==> src/rtl/bin_to_bcd_iter_if.sv <==
// Handshake bundle for bin_to_bcd_iter: a val/rdy operand channel into the
// converter and a val/rdy result channel out of it.
// master: producer/consumer side; slave: the converter.
interface bin_to_bcd_iter_if #(
    parameter int p_nbits   = 8,
    parameter int p_ndigits = 3
);
    logic                     in_val;
    logic                     in_rdy;
    logic [p_nbits-1:0]       in;
    logic                     out_val;
    logic                     out_rdy;
    logic [4*p_ndigits-1:0]   out_bcd;

    modport master (
        output in_val, in, out_rdy,
        input  in_rdy, out_val, out_bcd
    );

    modport slave (
        input  in_val, in, out_rdy,
        output in_rdy, out_val, out_bcd
    );
endinterface

==> src/rtl/bin_to_bcd_iter.sv <==
// Iterative binary-to-BCD converter (shift-and-add-3), one input bit per cycle.
// Operand and result move over val/rdy handshakes in bin_to_bcd_iter_if.
// Optional feature macro: BIN_TO_BCD_ITER_OVERLAP_EN -- lets a new operand be
// accepted in the same cycle the finished result is taken, so back-to-back
// conversions run every p_nbits+1 cycles instead of p_nbits+2.
module bin_to_bcd_iter #(
    parameter int p_nbits   = 8,
    parameter int p_ndigits = 3
) (
    input logic                 clk,
    input logic                 rst,
    bin_to_bcd_iter_if.slave    bus
);

    // Number of decimal digits needed for the largest operand 2^p_nbits - 1.
    function automatic int f_ndig_used();
        logic [p_nbits+3:0] v;
        int                 d;
        v = {4'b0000, {p_nbits{1'b1}}};
        d = 1;
        while (v >= (p_nbits+4)'(10)) begin
            v = v / (p_nbits+4)'(10);
            d++;
        end
        return d;
    endfunction

    // Bits needed for the most significant used digit (its largest value is
    // the leading decimal digit of 2^p_nbits - 1).
    function automatic int f_top_bits();
        logic [p_nbits+3:0] v;
        int                 b;
        v = {4'b0000, {p_nbits{1'b1}}};
        while (v >= (p_nbits+4)'(10))
            v = v / (p_nbits+4)'(10);
        b = 0;
        while (v != '0) begin
            v = v >> 1;
            b++;
        end
        return b;
    endfunction

    localparam int c_ndig_used  = f_ndig_used();
    localparam int c_top_bits   = f_top_bits();
    // Only the bits that can ever be non-zero are stored; everything above is
    // tied to 0 so those output bits stay 0 even for an X operand.
    localparam int c_live_bits  = 4*(c_ndig_used-1) + c_top_bits;
    localparam int c_cnt_w      = $clog2(p_nbits+1);
    localparam logic [c_cnt_w-1:0] c_last_step = c_cnt_w'(p_nbits-1);

    if (p_nbits < 1 || p_ndigits < c_ndig_used) begin : g_bad_params
        $error("bin_to_bcd_iter: p_ndigits=%0d too small for p_nbits=%0d",
               p_ndigits, p_nbits);
    end

    typedef enum logic [1:0] {
        S_IDLE,
        S_CALC,
        S_DONE
    } state_t;

    state_t                 r_state;
    logic [c_live_bits-1:0] r_bcd;
    logic [p_nbits-1:0]     r_shift;
    logic [c_cnt_w-1:0]     r_cnt;
    logic [c_live_bits-1:0] w_adj;

    // Add-3 correction of every full digit that is 5 or more. The top used
    // digit is passed through: it is provably below 5 before every shift,
    // otherwise the result would not fit in c_ndig_used digits.
    always_comb begin
        // NOTE: default assignment first so every path writes w_adj and no latch is inferred.
        w_adj = r_bcd;
        for (int i = 0; i < c_ndig_used-1; i++) begin
            if (r_bcd[4*i +: 4] >= 4'd5)
                w_adj[4*i +: 4] = r_bcd[4*i +: 4] + 4'd3;
        end
    end

    // Control FSM and datapath registers; synchronous reset abandons any conversion.
    always_ff @(posedge clk) begin
        // NOTE: non-blocking assignments so all registers update from pre-edge values.
        if (rst) begin
            r_state <= S_IDLE;
            r_bcd   <= '0;
            r_shift <= '0;
            r_cnt   <= '0;
        end else begin
            case (r_state)
                S_IDLE: begin
                    if (bus.in_val) begin
                        r_shift <= bus.in;
                        r_bcd   <= '0;
                        r_cnt   <= '0;
                        r_state <= S_CALC;
                    end
                end
                S_CALC: begin
                    {r_bcd, r_shift} <= {w_adj, r_shift} << 1;
                    r_cnt            <= r_cnt + 1'b1;
                    if (r_cnt == c_last_step)
                        r_state <= S_DONE;
                end
                S_DONE: begin
                    if (bus.out_rdy) begin
`ifdef BIN_TO_BCD_ITER_OVERLAP_EN
                        if (bus.in_val) begin
                            r_shift <= bus.in;
                            r_bcd   <= '0;
                            r_cnt   <= '0;
                            r_state <= S_CALC;
                        end else begin
                            r_state <= S_IDLE;
                        end
`else
                        r_state <= S_IDLE;
`endif
                    end
                end
                default: r_state <= S_IDLE;
            endcase
        end
    end

`ifdef BIN_TO_BCD_ITER_OVERLAP_EN
    assign bus.in_rdy  = ((r_state == S_IDLE) || (r_state == S_DONE && bus.out_rdy)) && !rst;
`else
    assign bus.in_rdy  = (r_state == S_IDLE) && !rst;
`endif
    assign bus.out_val = (r_state == S_DONE);

    if (c_live_bits < 4*p_ndigits) begin : g_pad
        assign bus.out_bcd = {{(4*p_ndigits-c_live_bits){1'b0}}, r_bcd};
    end else begin : g_nopad
        assign bus.out_bcd = r_bcd;
    end

endmodule

==> src/flat_wrapper.sv <==
// flat-port wrapper written by rule: the top's interface ports become plain ports
module bin_to_bcd_iter_flat 
#(
    parameter int p_nbits   = 8,
    parameter int p_ndigits = 3
)
  (clk, rst, bus_in_val, bus_in, bus_out_rdy, bus_in_rdy, bus_out_val, bus_out_bcd);
  bin_to_bcd_iter_if #(.p_nbits(p_nbits), .p_ndigits(p_ndigits)) bus_i ();
  input logic clk;
  input logic rst;
  input wire logic [$bits(bus_i.in_val)-1:0] bus_in_val;
  input wire logic [$bits(bus_i.in)-1:0] bus_in;
  input wire logic [$bits(bus_i.out_rdy)-1:0] bus_out_rdy;
  output wire logic [$bits(bus_i.in_rdy)-1:0] bus_in_rdy;
  output wire logic [$bits(bus_i.out_val)-1:0] bus_out_val;
  output wire logic [$bits(bus_i.out_bcd)-1:0] bus_out_bcd;
  assign bus_i.in_val = bus_in_val;
  assign bus_i.in = bus_in;
  assign bus_i.out_rdy = bus_out_rdy;
  assign bus_in_rdy = bus_i.in_rdy;
  assign bus_out_val = bus_i.out_val;
  assign bus_out_bcd = bus_i.out_bcd;
  bin_to_bcd_iter #(.p_nbits(p_nbits), .p_ndigits(p_ndigits)) u_core (.clk(clk), .rst(rst), .bus(bus_i));
endmodule
==> config.mk <==
export PLATFORM = sky130hd
export DESIGN_NAME = bin_to_bcd_iter_flat
export DESIGN_NICKNAME = d
export VERILOG_FILES = /design/src/rtl/bin_to_bcd_iter_if.sv /design/src/rtl/bin_to_bcd_iter.sv /design/src/flat_wrapper.sv
export SDC_FILE = /design/constraint.sdc
export NUM_CORES = 1
export LEC_CHECK = 0
export BUFFER_PORTS_ARGS = -buffer_cell sky130_fd_sc_hd__buf_2
export CAP_MARGIN = 5
export CORE_ASPECT_RATIO = 1.75
export CORE_UTILIZATION = 40
export DETAILED_ROUTE_END_ITERATION = 7
export GPL_ROUTABILITY_DRIVEN = 0
export PLACE_DENSITY = 0.65
export SYNTH_ARGS = -nofsm -noshare
export SYNTH_HDL_FRONTEND = slang
export SYNTH_SLANG_ARGS = --single-unit
==> constraint.sdc <==
create_clock -name clk -period 1.5 [get_ports clk]
set_input_delay 0.075 -clock clk [delete_from_list [all_inputs] [get_ports clk]]
set_output_delay 0.075 -clock clk [all_outputs]
set_load 0.02 [all_outputs]
==> results.json <==
{
  "final_hpwl_from_detailed_placement_mm": 2.00,
  "timing_max_transition_violations_final": 0,
  "cts.root.buffer_cell": "clkbuf_8",
  "drv.max_cap_violation_count": 0,
  "cts_buffers": 3,
  "finalWorstSetupSlack_ns": 0.118,
  "switching_share_pct": 24.7,
  "internal_power_contribution_uw": 961,
  "diodes": 0,
  "postSynth.topFlopCell": "dfxtp_1",
  "pwr-share-comb_pct": 12.6,
  "crit_path_end_kind": "register",
  "cp.arrival_ns": 1.55,
  "maxClockFrequency_mhz": 723,
  "cp-startpoint": "u_core.r_bcd[4]",
  "post-synth-top-area-fraction_pct": 38.6,
  "postRouteAntennaNets": 0,
  "antenna_found_initial": 0,
  "tritoncts": "yes",
  "setup-tns-final_ns": 0,
  "min_delay_path_depth": 3,
  "unrepaired_setup_endpoints_after_global_routing": "false",
  "synth-seq-cells": 24,
  "insertion_delay_ns": 0.26,
  "critPathRequiredTime_ns": 1.66,
  "clock_sink_count": 24,
  "globalRoute.busiestLayer": "met2",
  "start_util_pct": 42.6,
  "place_area_mm2": 0.00137,
  "clkSlewWorstSetupHoldPaths_ns": 0.08,
  "period_needed_ns": 1.38,
  "cts_max_level": 1,
  "timing.rr.start": "u_core.r_bcd[4]",
  "drt-wirelength-per-cell_um": 12.8,
  "fp.dieW_um": 44.2,
  "peakVddDrop_mv": 0.679,
  "post_synth_main_area_contributors": "dfxtp_1, nor2_1, a21oi_1, ha_1, a22o_1",
  "wire_length_of_the_first_global_routing_pass_mm": 4.70,
  "post-route-period-util_pct": 92.2,
  "post_cts_setup_bufs": 0,
  "ff2ff_path_depth": 6,
  "sequential_fraction_of_the_synthesis_area_pct": 38.6,
  "max-clock-path-buffers": 2,
  "synth_enable_flop_cells": 0,
  "clock_skew_ns": 0.00381,
  "post_synthesis_cell_area_mm2": 0.00125,
  "drt_pre_antenna_iters": 5,
  "syn-mean-instance-area_um2": 8.48,
  "largest_net_degree_at_the_start_of_global_routing": 14,
  "fp.dieH_um": 75.8,
  "design.final.nets": 189,
  "fillers": 315,
  "power_switching_uw": 315,
  "yosysTopAreaCell": "dfxtp_1",
  "port_buffers": 23,
  "hold-worst-slack_ns": 0.0788,
  "clock_power_share_pct": 34.2,
  "met3_track_demand_over_resource_pct": 2.13,
  "syn-instance-count": 147,
  "critical_path_class": "register to register",
  "detailedPlace.worstSlack_ns": 0.0834,
  "die_area_mm2": 0.00335,
  "global_route.usage.met2_pct": 35.8,
  "cts_hold_buffers": 0,
  "async_flop_share_pct": 0,
  "grt_pass1_vias": 1099,
  "num_rows": 26,
  "leakage_uw": 0.000638,
  "globalRouteOverflowTotal": 0,
  "power_per_cell_area_mw_per_mm2": 889,
  "area.growth.synth_to_final_pct": 15.2,
  "detail_route.drc_violations": 0,
  "routed_wirelength_mm": 2.56,
  "crit_fanout": 6,
  "hold_viol": 0,
  "worst_setup_path_start_kind": "register",
  "use_met1_pct": 19.5,
  "hold_path.startpoint": "bus_out_rdy",
  "num_io_pins": 26,
  "yosys_warnings": 0,
  "groute.usage.overall_pct": 18.4,
  "count_of_different_cell_masters_after_synthesis": 32,
  "ratio_of_cells_with_drive_above_1_in_the_final_layout_pct": 25.1,
  "design.core.area_mm2": 0.00293,
  "finalInstanceArea_mm2": 0.00144,
  "outcome": "finished clean",
  "route.vias.total": 1075,
  "violation_count_after_the_first_detailed_route_iteration": 25,
  "power.share.sequential_pct": 53.1,
  "hold_path_class": "input pin to register",
  "detail_route.vias_per_cell": 5.40,
  "final-setup-viol-count": 0
}
## Yosys cell counts (2+ instances only)
| cell type | n |
|---|---|
| buf_6 | 2 |
| nor2_2 | 2 |
| nor2b_1 | 7 |
| nand2b_1 | 4 |
| inv_1 | 5 |
| xnor2_1 | 2 |
| a22o_1 | 6 |
| a22oi_1 | 3 |
| buf_2 | 3 |
| dfxtp_1 | 24 |
| xor2_1 | 2 |
| nor3_1 | 9 |
| nor2_1 | 31 |
| mux2i_1 | 2 |
| a21oi_2 | 2 |
| and2b_1 | 2 |
| buf_4 | 4 |
| ha_1 | 5 |
| nand3_1 | 3 |
| o21ai_0 | 5 |
| a21oi_1 | 13 |
## state kept, by name, summed over array words and instances, names as in the netlist
| signal | flops |
|---|---|
| u_core.r_shift | 8 |
| u_core.r_cnt | 4 |
| u_core.r_state | 2 |
| u_core.r_bcd | 10 |
## critical path, cell delays in order (launching register included)
cell      delay, ns
dfxtp_1        0.45
inv_1          0.08
ha_1           0.23
nand2b_1       0.13
a21oi_4        0.08
xnor2_1        0.13
a22o_1         0.17
## path summary, 6_finish.rpt
kind                                     endpoint  slack [ns]
worst max-delay path              u_core.r_bcd[5]        0.12
worst max register to register    u_core.r_bcd[5]        0.12
worst min register to register  u_core.r_shift[6]        0.50
worst min-delay path            u_core.r_state[1]        0.08
## cell usage in the layout, fill, tap and decap left out, types with 2 or more instances in the layout
cell type	count
nand3_1	3
nor2_2	2
mux2i_1	2
conb_1	2
and2b_1	2
buf_2	23
ha_1	5
nor3_1	9
dfxtp_2	2
inv_1	5
nor2b_1	7
clkbuf_8	4
xor2_1	2
buf_4	5
a22oi_1	3
a22o_1	6
o21ai_0	5
nand2b_1	4
xnor2_1	2
dfxtp_1	22
nor2_1	31
a21oi_1	13
## layout make-up
class / instances / area, µm² / area share, %
Clock buffer: 4 / 55.1 / 3.84
Inverter: 5 / 18.8 / 1.31
Multi-Input combinational cell: 110 / 691 / 48.1
Sequential cell: 24 / 483 / 33.7
Tap cell: 28 / 35.0 / 2.44
Timing Repair Buffer: 28 / 153 / 10.6
## stage by stage
stage	utilization, %	instances	total power, µW
floorplan	-	148	821
global placement	46.8	195	851
detailed placement	46.8	195	856
CTS	48.7	199	1290
global route	49.0	199	1340
finish	49.0	199	1280
## layer usage
metal | wire [µm] | up-vias
met5 | 0 | -
met4 | 44 | 0
met3 | 60 | 4
met2 | 1380 | 21
met1 | 1080 | 505
li1 | - | 545
## power by group through the flow
stage	Combinational [µW]	Sequential (µW)	Clock [µW]
2_1_floorplan	131	690	0
3_3_place_gp	159	692	0
3_5_place_dp	162	693	0
4_1_cts	164	679	449
5_1_grt	184	683	472
6_report	161	678	437
## timing repair
| item | 4_1_cts | 5_1_grt |
|---|---|---|
| hold endpoints to repair | 0 | 0 |
| resized for setup | 0 | 3 |
| setup endpoints to repair | 0 | 5 |
## kinds of logic (layout without fill, tap and decap cells)
group / Yosys count / in the layout / share of synthesized area, %
and+or+nand+nor: 63 / 63 / 25.7
other: 1 / 2 / 0.301
DFF: 24 / 24 / 38.6
AOI/OAI and AO/OA: 34 / 34 / 19.1
adders and majority gates: 5 / 5 / 5.02
buffers and inverters: 14 / 37 / 6.93
muxes: 2 / 2 / 1.61
xor gates and xnor gates: 4 / 4 / 2.81
(Power assumes the default switching activity.)
